`src/rtl/store_rmw_narrow.sv`:
```
`default_nettype none
// ============================================================================
// Module   : store_rmw_narrow
// Purpose  : Narrows a 32-bit register value to a byte, halfword or word and
//            stores it into a word-only data memory. Byte and halfword stores
//            read the target word, merge the new lane in, and write it back.
//            busy stalls the CPU until a done or err pulse.
// Ports    : clk, rst_n (async, active low)
//            start/size/addr/wdata -> CPU store request, sampled in IDLE only
//            busy/done/err         -> status back to the CPU
//            mem_addr/mem_re/mem_rdata/mem_rvalid -> memory read channel
//            mem_we/mem_wdata/mem_wready          -> memory write channel
// Revision : 1.0  initial release
// ============================================================================
module store_rmw_narrow #(
   parameter int unsigned WAIT_MAX = 255
) (
   input  logic        clk,
   input  logic        rst_n,
   input  logic        start,
   input  logic [1:0]  size,
   input  logic [31:0] addr,
   input  logic [31:0] wdata,
   output logic        busy,
   output logic        done,
   output logic        err,
   output logic [31:0] mem_addr,
   output logic        mem_re,
   input  logic [31:0] mem_rdata,
   input  logic        mem_rvalid,
   output logic        mem_we,
   output logic [31:0] mem_wdata,
   input  logic        mem_wready
);

   localparam int unsigned CNT_W = $clog2(WAIT_MAX + 1);
   // Counter value at which the current waiting cycle is the last one allowed.
   localparam logic [CNT_W-1:0] C_WAIT_LAST = CNT_W'(WAIT_MAX - 1);
   localparam logic [1:0] C_SIZE_B = 2'b00;
   localparam logic [1:0] C_SIZE_H = 2'b01;
   localparam logic [1:0] C_SIZE_W = 2'b10;
   localparam logic [1:0] C_SIZE_X = 2'b11;

   typedef enum logic [2:0] {
      S_IDLE  = 3'd0,
      S_READ  = 3'd1,
      S_WRITE = 3'd2,
      S_DONE  = 3'd3,
      S_ERR   = 3'd4
   } state_t;

   state_t            state_q, state_d;
   logic [31:0]       addr_q, addr_d;
   logic [1:0]        size_q, size_d;
   logic [31:0]       wdata_q, wdata_d;
   logic [31:0]       mem_wdata_q, mem_wdata_d;
   logic [CNT_W-1:0]  wait_cnt_q, wait_cnt_d;

   logic              w_bad_req;
   logic [31:0]       w_merged;

   // Requests that can never be committed are rejected before any memory access.
   assign w_bad_req = (size == C_SIZE_X)
                   || ((size == C_SIZE_H) && addr[0])
                   || ((size == C_SIZE_W) && (addr[1:0] != 2'b00));

   // Lane insertion into the word just read; narrowing is plain truncation.
   always_comb begin
      w_merged = mem_rdata;
      case (size_q)
         C_SIZE_B: w_merged[{addr_q[1:0], 3'b000} +: 8]  = wdata_q[7:0];
         C_SIZE_H: w_merged[{addr_q[1], 4'b0000} +: 16] = wdata_q[15:0];
         default:  w_merged = wdata_q;
      endcase
   end

   always_comb begin
      state_d     = state_q;
      addr_d      = addr_q;
      size_d      = size_q;
      wdata_d     = wdata_q;
      mem_wdata_d = mem_wdata_q;
      wait_cnt_d  = '0;
      case (state_q)
         S_IDLE: begin
            if (start) begin
               addr_d  = addr;
               size_d  = size;
               wdata_d = wdata;
               if (w_bad_req) begin
                  state_d = S_ERR;
               end else if (size == C_SIZE_W) begin
                  mem_wdata_d = wdata;
                  state_d     = S_WRITE;
               end else begin
                  state_d = S_READ;
               end
            end
         end
         S_READ: begin
            if (mem_rvalid) begin
               mem_wdata_d = w_merged;
               state_d     = S_WRITE;
            end else if (wait_cnt_q == C_WAIT_LAST) begin
               state_d = S_ERR;
            end else begin
               wait_cnt_d = wait_cnt_q + CNT_W'(1);
            end
         end
         S_WRITE: begin
            if (mem_wready) begin
               state_d = S_DONE;
            end else if (wait_cnt_q == C_WAIT_LAST) begin
               state_d = S_ERR;
            end else begin
               wait_cnt_d = wait_cnt_q + CNT_W'(1);
            end
         end
         S_DONE:  state_d = S_IDLE;
         S_ERR:   state_d = S_IDLE;
         default: state_d = S_IDLE;
      endcase
   end

   always_ff @(posedge clk or negedge rst_n) begin
      if (!rst_n) begin
         state_q     <= S_IDLE;
         addr_q      <= '0;
         size_q      <= '0;
         wdata_q     <= '0;
         mem_wdata_q <= '0;
         wait_cnt_q  <= '0;
      end else begin
         state_q     <= state_d;
         addr_q      <= addr_d;
         size_q      <= size_d;
         wdata_q     <= wdata_d;
         mem_wdata_q <= mem_wdata_d;
         wait_cnt_q  <= wait_cnt_d;
      end
   end

   // Status and requests decode straight from the state register so an
   // asynchronous reset drops them at once.
   assign busy      = (state_q != S_IDLE);
   assign done      = (state_q == S_DONE);
   assign err       = (state_q == S_ERR);
   assign mem_re    = (state_q == S_READ);
   assign mem_we    = (state_q == S_WRITE);
   assign mem_addr  = {addr_q[31:2], 2'b00};
   assign mem_wdata = mem_wdata_q;

endmodule
`default_nettype wire

```
`config.mk`:
```
export PLATFORM = sky130hd
export DESIGN_NAME = store_rmw_narrow
export DESIGN_NICKNAME = d
export VERILOG_FILES = /design/src/rtl/store_rmw_narrow.sv
export SDC_FILE = /design/constraint.sdc
export NUM_CORES = 1
export LEC_CHECK = 0
export ABC_AREA = 1
export CAP_MARGIN = 0
export CORE_AREA = 2 2 114 116
export DETAILED_ROUTE_END_ITERATION = 10
export DIE_AREA = 0 0 116 118
export HOLD_SLACK_MARGIN = 0.03
export PLACE_DENSITY = 0.81
export REMOVE_ABC_BUFFERS = 1
export SLEW_MARGIN = 40
export SYNTH_ARGS = -nofsm -noshare
export SYNTH_HDL_FRONTEND = slang
export SYNTH_SLANG_ARGS = --single-unit
```
`constraint.sdc`:
```
create_clock -name clk -period 5.39 [get_ports clk]
set_input_delay 0.8085 -clock clk [delete_from_list [all_inputs] [get_ports clk]]
set_output_delay 0.8085 -clock clk [all_outputs]
set_load 0.02 [all_outputs]
```
==> results.md <==
- Clock sink total: 109
- R2R Path Start: addr_q[1]$_DFFE_PN0P_
- RR Endpoint: mem_wdata[26]$_DFFE_PN0P_
- Hold_ws: 0.3997 ns
- Total track usage: 26.06%
- Cell Rows: 41
- Yosys Warn Count: 0
- Measured slew at the worst slew-check pin: 0.7863 ns
- DR pass1 iterations: 6
- Num ports: 172
- IO Port Bufs: 169
- PnR Total Power: 4555 uW
- Register bit total from synthesis: 109
- Crit end category: output port
- Routed vias: 5867
- RSZ-0062 raised after global routing: false
- Async set-or-reset flop fraction in the synthesized netlist: 100.0%
- CTS tree: done
- Met3 Use GR: 8.084%
- DIE HEIGHT: 118 um
- Clk_skew: 0.01045 ns
- Routed WL: 16.93 mm
- Max Cap Violations: 0
- Most common cell after layout, fill and taps aside: nand2_1
- Clk_lat worst skew: 0.37 ns
- Initial antenna violation count: 0
- Clock Path Buffers: 2
- Die Wd: 116 um
- Vias/cell: 5.032
- Die ar.: 13690 um^2
- First-pass GRT wire length: 28.30 mm
- ANT cells: 0
- Hold Buf Count CTS: 0
- Avg WL per Cell: 14.52 um
- Status: finished clean
- FF+latch area: 2729 um^2
- Highest-count cells in the layout ignoring fill and taps: 319 x nand2_1, 168 x clkdlybuf4s50_1, 108 x dfrtp_1
- DRT iter0 DRCs: 517
- CTS H-tree lvls: 3
- Worst R2R Setup Slack: 2.60 ns
- Final min period: 3.186 ns
- Endpoints failing setup: 0
- Placer Congestion: 0.8644
- CTS clk-pin slew, worst paths: 0.07 ns
- FILL cells: 1073
- Main synth FF type: dfrtp_1
- Syn Area/Cell: 7.412 um^2
- Worst-path fanout max: 43
- Tcrit/Tclk final: 59.11%
- Syn Std Cell Area: 6500 um^2
- Gr ovfl total: 0
- Post-cts resize count: 0
- Largest net degree at the start of global routing: 64
- Core area: 12410 um^2
- FMAX: 313.9 MHz
- Kind of critical path: reg2out
- Hold Crit Class: in2async
- Register area share after synthesis: 41.96%
- GRT met2 Usage: 40.61%
- Crit path DAT: 2.38 ns
- Largest cells by area after synthesis: dfrtp_1 42%, nand2_1 18%, mux2_4 6.9%
- DP Wirelength: 11.56 mm
- Global Route met1 Usage: 34.95%
- Post-synth EDFFs: 0
- Yosys cell types: 32
- Share of cells above drive strength 1: 6.740%
- Starting Density: 52.36%
- Global routing's busiest layer: met2
- CTS root buffer: clkbuf_16
- Multi-input logic area: 2997 um^2
- Final Slew Violations: 0
- CP Data Required Time: 4.58 ns
- NumNets Final: 1100
- DRC Markers: 0
- Final hold violation count: 0
- Remaining antenna violation count: 0
- Top cell type's share of synthesized area: 41.96%
- CTS Buf Count: 9
- Setup Fix Bufs, Post-CTS: 0
- Slew margin rel.: 47.52%
- Crit start category: flip-flop
- Vias in the first global route: 5771
- Leakage: 0.004079 uW
- Maximum VDD drop: 0.3952 mV
- Setup TNS: 0 ns
- Post-synth top area cell: dfrtp_1
- Post-Syn Instances: 877
- Power density over the cells: 548.9 nW/um^2
- Worst reg2reg path depth: 9
- Area Overhead vs Synth: 27.66%
## worst max path at each step
| stage | startpoint | slack, ns | end | cells past startpoint |
|---|---|---|---|---|
| floorplan | start | 2.05 | addr_q[31]$_DFFE_PN0P_ | 2 |
| global placement | addr[0] | 2.42 | mem_wdata[30]$_DFFE_PN0P_ | 8 |
| detailed placement | start | 2.51 | wdata_q[30]$_DFFE_PN0P_ | 4 |
| CTS | state_q[2]$_DFFE_PN0P_ | 2.24 | mem_re | 5 |
| global route | state_q[2]$_DFFE_PN0P_ | 2.12 | mem_re | 5 |
| finish | state_q[1]$_DFFE_PN0P_ | 2.20 | mem_re | 5 |
## state kept, by name, summed over array words and instances (netlist names)
name	flops
addr_q	32
state_q	3
mem_wdata	32
size_q	2
wait_cnt_q	8
wdata_q	32
## power by group
group	switching [uW]	total, uW	internal (uW)
sequential	336	1520	1190
clock	308	664	356
combinational	1320	2370	1050
total	1970	4550	2590
## synthesized netlist by cell type (3+ instances only)
| master | instances |
|---|---|
| nand3_1 | 49 |
| nand4_1 | 9 |
| dfrtp_1 | 109 |
| mux2_4 | 30 |
| inv_2 | 8 |
| ha_1 | 7 |
| clkbuf_1 | 16 |
| buf_4 | 34 |
| buf_6 | 3 |
| nor2_1 | 63 |
| o21ai_0 | 69 |
| inv_1 | 83 |
| a21oi_1 | 17 |
| nand2_1 | 320 |
| o21ai_1 | 7 |
| xor2_1 | 3 |
| buf_2 | 20 |
| nand3b_1 | 8 |
| nor3_1 | 3 |
| o22ai_1 | 7 |
## layer usage
layer / vias up / share of wire [%]
met5: - / 0
met2: 279 / 46
met3: 18 / 11
met1: 2640 / 41
li1: 2930 / -
met4: 0 / 1.3
## critical path, stage by stage, from the launching register on
cell	delay, ns
dfrtp_1	0.41
inv_2	0.11
nand3_2	0.06
buf_4	0.28
inv_2	0.43
clkdlybuf4s50_1	0.69
## logic make-up (layout without fill, tap and decap cells)
group,count (synthesis),in the layout,synth area share [%]
and+or+nand+nor,458,458,28.72
muxes,31,31,7.103
AOI/OAI and AO/OA,102,102,8.046
buffers and inverters,165,281,12.22
other,1,2,0.05769
xor gates and xnor gates,4,4,0.5391
adders and majority gates,7,7,1.347
DFF,109,109,41.96
## final cells by class
| class | count | share of cell area, % |
|---|---|---|
| Multi-Input combinational cell | 604 | 36.11 |
| Sequential cell | 109 | 32.89 |
| Timing Repair Buffer | 174 | 20.85 |
| Inverter | 92 | 4.162 |
| Clock buffer | 10 | 2.759 |
| Tap cell | 172 | 2.593 |
| Clock inverter | 5 | 0.6333 |
## stage by stage
stage	utilization [%]	setup WS [ns]	instances	instance area (um^2)
2_1_floorplan	-	2.051	805	6055
3_3_place_gp	64.49	2.424	1151	8006
3_5_place_dp	64.54	2.506	1151	8013
4_1_cts	66.81	2.238	1166	8294
5_1_grt	66.84	2.122	1166	8298
6_report	66.84	2.204	1166	8298
Power figures use the tool's default switching activity.
